### src/rtl/pc_fetch_if.sv
// pc_fetch_if: handshake, decoder and lookup-stage signals around the fetch sequencer
interface pc_fetch_if #(
  parameter int D = 12,
  parameter int CW = 16
);
  logic start, stall, jump_req, halt_req;
  logic [D-1:0] lut_target, lut_addr, pc;
  logic lut_jump, instr_valid, done, timeout;
  logic [CW-1:0] cycle_count, instr_count;
  modport master (
    output start, stall, jump_req, halt_req, lut_target,
    input lut_addr, lut_jump, pc, instr_valid, done, timeout, cycle_count, instr_count
  );
  modport slave (
    input start, stall, jump_req, halt_req, lut_target,
    output lut_addr, lut_jump, pc, instr_valid, done, timeout, cycle_count, instr_count
  );
endinterface

### src/rtl/pc_fetch_ctrl.sv
// pc_fetch_ctrl: PC register and fetch sequencer around a registered jump-target lookup
module pc_fetch_ctrl #(
  parameter int D = 12,
  parameter int START_PC = 0,
  parameter int CW = 16,
  parameter int MAX_CYCLES = 4096
) (
  input logic clk,
  input logic reset_n,
  pc_fetch_if.slave bus
);
  typedef enum logic [1:0] {IDLE, EXEC, WAIT, HALT} state_t;
  localparam logic [CW-1:0] WD_LAST = CW'(MAX_CYCLES - 1);
  state_t state;
  logic [D-1:0] pc;
  logic [CW-1:0] cyc, ins;
  logic done, timeout, active, wd;
  assign active = state == EXEC || state == WAIT;
  assign wd = MAX_CYCLES != 0 && active && cyc == WD_LAST;
  assign bus.pc = pc;
  assign bus.lut_addr = pc;
  assign bus.instr_valid = state == EXEC;
  assign bus.lut_jump = state == EXEC && bus.jump_req && !bus.stall && !bus.halt_req;
  assign bus.done = done;
  assign bus.timeout = timeout;
  assign bus.cycle_count = cyc;
  assign bus.instr_count = ins;
  // the watchdog check precedes everything else so a timed-out run freezes pc and counters
  always_ff @(posedge clk or negedge reset_n)
    if (!reset_n) begin
      state <= IDLE;
      pc <= D'(START_PC);
      cyc <= '0;
      ins <= '0;
      done <= 1'b0;
      timeout <= 1'b0;
    end else if (!active) begin
      if (bus.start) begin
        state <= EXEC;
        pc <= D'(START_PC);
        cyc <= '0;
        ins <= '0;
        done <= 1'b0;
        timeout <= 1'b0;
      end
    end else if (wd) begin
      state <= HALT;
      done <= 1'b1;
      timeout <= 1'b1;
    end else begin
      cyc <= cyc + CW'(~&cyc);
      if (state == WAIT) begin
        pc <= bus.lut_target;
        state <= EXEC;
      end else if (!bus.stall) begin
        ins <= ins + CW'(~&ins);
        state <= bus.halt_req ? HALT : WAIT;
        done <= bus.halt_req;
      end
    end
endmodule

### src/flat_wrapper.sv
// flat-port wrapper written by rule: the top's interface ports become plain ports
module pc_fetch_ctrl_flat 
#(
  parameter int D = 12,
  parameter int START_PC = 0,
  parameter int CW = 16,
  parameter int MAX_CYCLES = 4096
)
  (clk, reset_n, bus_start, bus_stall, bus_jump_req, bus_halt_req, bus_lut_target, bus_lut_addr, bus_lut_jump, bus_pc, bus_instr_valid, bus_done, bus_timeout, bus_cycle_count, bus_instr_count);
  pc_fetch_if #(.D(D), .CW(CW)) bus_i ();
  input logic clk;
  input logic reset_n;
  input wire logic [$bits(bus_i.start)-1:0] bus_start;
  input wire logic [$bits(bus_i.stall)-1:0] bus_stall;
  input wire logic [$bits(bus_i.jump_req)-1:0] bus_jump_req;
  input wire logic [$bits(bus_i.halt_req)-1:0] bus_halt_req;
  input wire logic [$bits(bus_i.lut_target)-1:0] bus_lut_target;
  output wire logic [$bits(bus_i.lut_addr)-1:0] bus_lut_addr;
  output wire logic [$bits(bus_i.lut_jump)-1:0] bus_lut_jump;
  output wire logic [$bits(bus_i.pc)-1:0] bus_pc;
  output wire logic [$bits(bus_i.instr_valid)-1:0] bus_instr_valid;
  output wire logic [$bits(bus_i.done)-1:0] bus_done;
  output wire logic [$bits(bus_i.timeout)-1:0] bus_timeout;
  output wire logic [$bits(bus_i.cycle_count)-1:0] bus_cycle_count;
  output wire logic [$bits(bus_i.instr_count)-1:0] bus_instr_count;
  assign bus_i.start = bus_start;
  assign bus_i.stall = bus_stall;
  assign bus_i.jump_req = bus_jump_req;
  assign bus_i.halt_req = bus_halt_req;
  assign bus_i.lut_target = bus_lut_target;
  assign bus_lut_addr = bus_i.lut_addr;
  assign bus_lut_jump = bus_i.lut_jump;
  assign bus_pc = bus_i.pc;
  assign bus_instr_valid = bus_i.instr_valid;
  assign bus_done = bus_i.done;
  assign bus_timeout = bus_i.timeout;
  assign bus_cycle_count = bus_i.cycle_count;
  assign bus_instr_count = bus_i.instr_count;
  pc_fetch_ctrl #(.D(D), .START_PC(START_PC), .CW(CW), .MAX_CYCLES(MAX_CYCLES)) u_core (.clk(clk), .reset_n(reset_n), .bus(bus_i));
endmodule
### config.mk
export PLATFORM = sky130hd
export DESIGN_NAME = pc_fetch_ctrl_flat
export DESIGN_NICKNAME = d
export VERILOG_FILES = /design/src/rtl/pc_fetch_if.sv /design/src/rtl/pc_fetch_ctrl.sv /design/src/flat_wrapper.sv
export SDC_FILE = /design/constraint.sdc
export NUM_CORES = 1
export LEC_CHECK = 0
export BUFFER_PORTS_ARGS = -buffer_cell sky130_fd_sc_hd__buf_4
export CELL_PAD_IN_SITES_DETAIL_PLACEMENT = 0
export CELL_PAD_IN_SITES_GLOBAL_PLACEMENT = 1
export CORE_UTILIZATION = 35
export CTS_BUF_LIST = sky130_fd_sc_hd__clkbuf_8 sky130_fd_sc_hd__clkbuf_16
export DETAILED_ROUTE_END_ITERATION = 10
export GPL_ROUTABILITY_DRIVEN = 0
export GPL_TIMING_DRIVEN = 0
export PLACE_DENSITY = 0.81
export SETUP_SLACK_MARGIN = 0.02
export SLEW_MARGIN = 20
export SYNTH_ARGS = -nofsm -noshare
export SYNTH_HDL_FRONTEND = slang
export SYNTH_SLANG_ARGS = --single-unit
### constraint.sdc
create_clock -name clk -period 5.45 [get_ports clk]
set_input_delay 0.545 -clock clk [delete_from_list [all_inputs] [get_ports clk]]
set_output_delay 0.545 -clock clk [all_outputs]
set_load 0.02 [all_outputs]
==> Word-level counts from Yosys, hierarchy flattened <==
Cells that the tools add are included.
{ "word_totals": {"output_inout_bits": 60, "regBits": 48, "input_bits": 18} }
{ "op_classes": {"reduce_logical": 18, "mux": 24, "add_sub_neg": 2, "n_eq_ne": 11} }
{ "ops": {"columns": ["operator", "count"], "rows": [
  ["$mux W16", 7],
  ["$mux W12", 4],
  ["$add A16 B1 Y16", 2],
  ["$reduce_and A16 Y1", 2],
  ["$eq A16 B12 Y1 const B", 1],
  ["$mux W2", 5],
  ["$ne A2 B2 Y1 const B", 5],
  ["$mux W1", 8],
  ["$ne A3 B3 Y1 const B", 2],
  ["$reduce_and A2 Y1", 3],
  ["$reduce_and A3 Y1", 2],
  ["$logic_and A1 B1 Y1", 4],
  ["$logic_not A1 Y1", 4],
  ["$ne A4 B4 Y1 const B", 1],
  ["$reduce_and A4 Y1", 1],
  ["$eq A2 B1 Y1 const B", 1],
  ["$eq A2 B2 Y1 const B", 1],
  ["$reduce_bool A2 Y1", 1],
  ["$logic_or A1 B1 Y1", 1]
]} }

==> Depth between registers and ports, before layout <==
{ "logic_depth": {"depth_word": 7, "depth_mapped": 10, "ltp_nobuf": 9} }

==> Least setup slack after synthesis <==
OpenSTA, ideal clock, no wires.
{ "synth_timing": {"kind": "register -> register", "startpoint": "reg u_core.cyc[1] (netlist: u_core.bus.cycle_count[1])", "endpoint": "reg u_core.cyc[12] (netlist: u_core.bus.cycle_count[12])", "t_required_ps": 5370, "t_arrival_ps": 2360, "setup_slack_ps": 3009, "path_stages_with_launch": 9, "cell_sequence": "dfrtp_1 nand3_1 or3_4 or3_1 ha_1 and3_1 and3_1 nand4_1 mux2i_1"} }
{ "synth_between": {"elab_chain_cells": 5, "word_cells_on_any_way": 9, "classes_between": "add/sub: 1; eq/ne: 2; mux: 2; reduce/logical: 4"} }
{ "synth_rtl": {"columns": ["element", "line_no", "source"], "rows": [
  ["start, declared", "pc_fetch_ctrl.sv:16", "logic [CW-1:0] cyc, ins;"],
  ["start signal, assigned", "pc_fetch_ctrl.sv:51", "cyc <= cyc + CW'(~&cyc);"],
  ["$reduce_and A16 Y1", "pc_fetch_ctrl.sv:51", null],
  ["$logic_not A1 Y1", "pc_fetch_ctrl.sv:51", null],
  ["$add A16 B1 Y16", "pc_fetch_ctrl.sv:51", null],
  ["$mux W16", "pc_fetch_ctrl.sv:46", "end else if (wd) begin"],
  ["$mux W16", "pc_fetch_ctrl.sv:37", "end else if (!active) begin"]
]} }
Parallel ways exist; a longest one is shown, timed or not. The select of a mux whose other input is x is not followed.
A chain may end at the register's enable or synchronous reset.

==> Worst setup path in the final report <==
{ "layout_timing": {"startpoint": "reg u_core.cyc[0] (netlist: u_core.bus.cycle_count[0])", "endpoint": "reg u_core.cyc[12] (netlist: u_core.bus.cycle_count[12])"} }
Same word-level chain as after synthesis.

==> qor.csv <==
metric,value,unit
placed cell areas,3340,sq um
die area,7900,sq um
total core area,7290,sq um
max_slew headroom,57.4,%
R2R cell count,8,
Port Buffer Count,76,
post-detail-place hpwl,4800,microns
global router's overall resource usage,18.0,%
post-CTS repair timing setup buffer count,0,
row count,31,
antenna violations before repair,0,
first-pass GRT wire length,11000,microns
CP Data Required Time,5.67,ns
Non-Filler Instances,456,
fin worst setup slack,2.89,ns
1st-pass router iterations,4,
crit end category,flip-flop,
vias per cell,5.27,
multi-input logic area,1280,sq um
number of global-route vias before repair,2222,
Skew-Pair Late Insertion Delay,0.31,ns
io pins,78,
run status,completed,
Max Clock Freq,390,MHz
Worst Hold Class,input pin to asynchronous set/reset pin,
CTS Buffer Depth,2,
filler cell count,724,
Syn Nets,297,
mapped cell area,2640,sq um
number of flops mapped to enable cells by yosys,0,
final hold vios,0,
pin count of the biggest net entering global routing,49,
Num CTS Buffers,5,
final global-route overflow total,0,
overall die width,88.9,microns
Synth Flop Type,dfrtp_1,
"commonest non-fill, non-tap cell in the layout",buf_4,
Startpoint Class,flip-flop,
clock sink total,48,
worst-margin pin slew,0.634,ns
Detail Route Antenna Nets,0,
Layout Nets,380,
critical path class,flip-flop to flip-flop,
clk_skew,0.0120,ns
Syn Inst Count,273,
Root Buffer,clkbuf_8,
initial DRC count,121,
hold_buf cts,0,
Mapped Avg Cell Area,9.68,sq um
yosys warns,0,
"Area growth, synth to finish",30.7,%
CTS tree,yes,
Tmin final,2.56,ns
P per Cell Area,492,nW/um^2
"leading cell types in the layout, fill and taps excluded","buf_4, dfrtp_1, nand2_1, a21oi_1, nor2_1",
"Distinct cells, synth",49,
cell area after layout,3450,sq um
share of post-route cells with drive strength above 1,30.3,%
Initial Utilization,36.3,%
pre-CTS WS,2.92,ns
post-CTS sizing,0,
RSZ-0062 raised after global routing,no,
critical path data arrival time,2.79,ns
Max IR drop VDD,282,uV
maxcap violations,0,
drt total wl,6750,microns
# diodes,0,
endpoints failing setup,0,
WL/cell,14.8,microns
depth of the CTS H-tree,2,
Reg area,1200,sq um
part of the cycle the worst path needs,47.0,%
asr flop ratio synth,100,%
clk slew on worst S/H paths,0.10,ns
via count,2402,
drt drc,0,
final setup TNS,0,ns
"Seq/Total Area, Yosys",45.4,%
Inst Count DP,448,
Worst Path Max Fanout,7,
register bit total from synthesis,48,
Die H,88.9,microns
Pins Over Slew Limit,0,
LEAKAGE,1.58,nW
-- area by class of cell --
type                    count  area share (%)
inverters                   5           0.543
flip-flops and latches     48            34.8
clock inverters             3            1.38
well taps                  99            3.59
repair buffers             76            16.5
plain buffers              23            4.27
clock buffers               5            1.99
multi-input cells         197            36.9
-- per-stage QoR --
step	hold WS (ns)	total power, mW	util (%)
after floorplan	0.249	1.12	-
after global placement	0.502	1.43	45.8
after detailed placement	0.505	1.44	45.8
after CTS	0.269	1.71	47.4
after global routing	0.284	1.83	47.4
final	0.246	1.70	47.4
-- cell usage after synthesis, types with 3 or more instances --
cell | number | area share (%)
o21ai_0 | 7 | 1.3
ha_1 | 6 | 2.8
o22ai_1 | 4 | 0.95
buf_2 | 3 | 0.57
a22o_1 | 12 | 4.0
nor4_1 | 3 | 0.71
clkbuf_1 | 4 | 0.57
a31oi_1 | 3 | 0.71
o211ai_1 | 3 | 0.85
xnor2_1 | 4 | 1.3
nand2_1 | 27 | 3.8
mux2i_1 | 7 | 2.7
and3_1 | 7 | 1.7
or3_1 | 7 | 1.7
nor3_1 | 3 | 0.57
nand3_1 | 9 | 1.7
or4_1 | 6 | 1.7
nand4_1 | 14 | 3.3
inv_1 | 5 | 0.71
a21oi_1 | 20 | 3.8
nor2b_1 | 3 | 0.71
xor2_1 | 5 | 1.7
buf_4 | 13 | 3.7
o31ai_1 | 7 | 2.0
dfrtp_1 | 48 | 45
nor2_1 | 17 | 2.4
-- path summary, 6_finish.rpt --
path	from	to	slack [ns]
max	u_core.bus.cycle_count[0]	u_core.bus.cycle_count[12]	2.89
min	reset_n	u_core.state[0]	0.25
max reg2reg	u_core.bus.cycle_count[0]	u_core.bus.cycle_count[12]	2.89
min reg2reg	u_core.bus.cycle_count[6]	u_core.bus.cycle_count[6]	0.52
max in group asynchronous	reset_n	u_core.bus.cycle_count[15]	4.78
min in group clk	bus_lut_target[1]	u_core.bus.lut_addr[1]	0.44
-- registers in the layout, indices dropped and copies added (netlist names) --
signal and cells:
u_core.state 2, u_core.bus.lut_addr 12, u_core.bus.instr_count 16, u_core.bus.timeout 1
u_core.bus.cycle_count 16, u_core.bus.done 1
-- routing by layer --
metal / vias to the layer above / share of wire (%) / GRT usage [%] / routed length (microns)
li1: 1183 / - / - / -
met1: 1155 / 48 / 25.4 / 3270
met2: 62 / 47 / 28.5 / 3180
met3: 2 / 4.0 / 3.79 / 273
met4: 0 / 0.37 / 3.81 / 25
met5: - / 0 / 0 / 0
-- critical path: stages (launching register included) --
cell,delay (ns)
dfrtp_1,0.48
nand4_1,0.20
or3_4,0.41
or3_1,0.42
ha_1,0.25
and3_1,0.18
and3_1,0.23
nand4_1,0.12
mux2i_1,0.20
-- report_power, final --
group          total, mW  switching [mW]  internal (mW)  leakage (nW)
clock network      0.272           0.133          0.138        0.0583
logic              0.909           0.522          0.387         0.883
registers          0.518          0.0784          0.439         0.639
total               1.70           0.734          0.965          1.58
-- logic make-up after synthesis --
family | count (synthesis) | synth area share, %
compound gates | 69 | 17.9
flops | 48 | 45.4
simple gates | 106 | 21.9
fa+ha+maj | 6 | 2.84
mux | 7 | 2.65
buf+inv | 28 | 6.29
xor+xnor | 9 | 2.98
No activity file was read; power rests on OpenSTA's default activity.
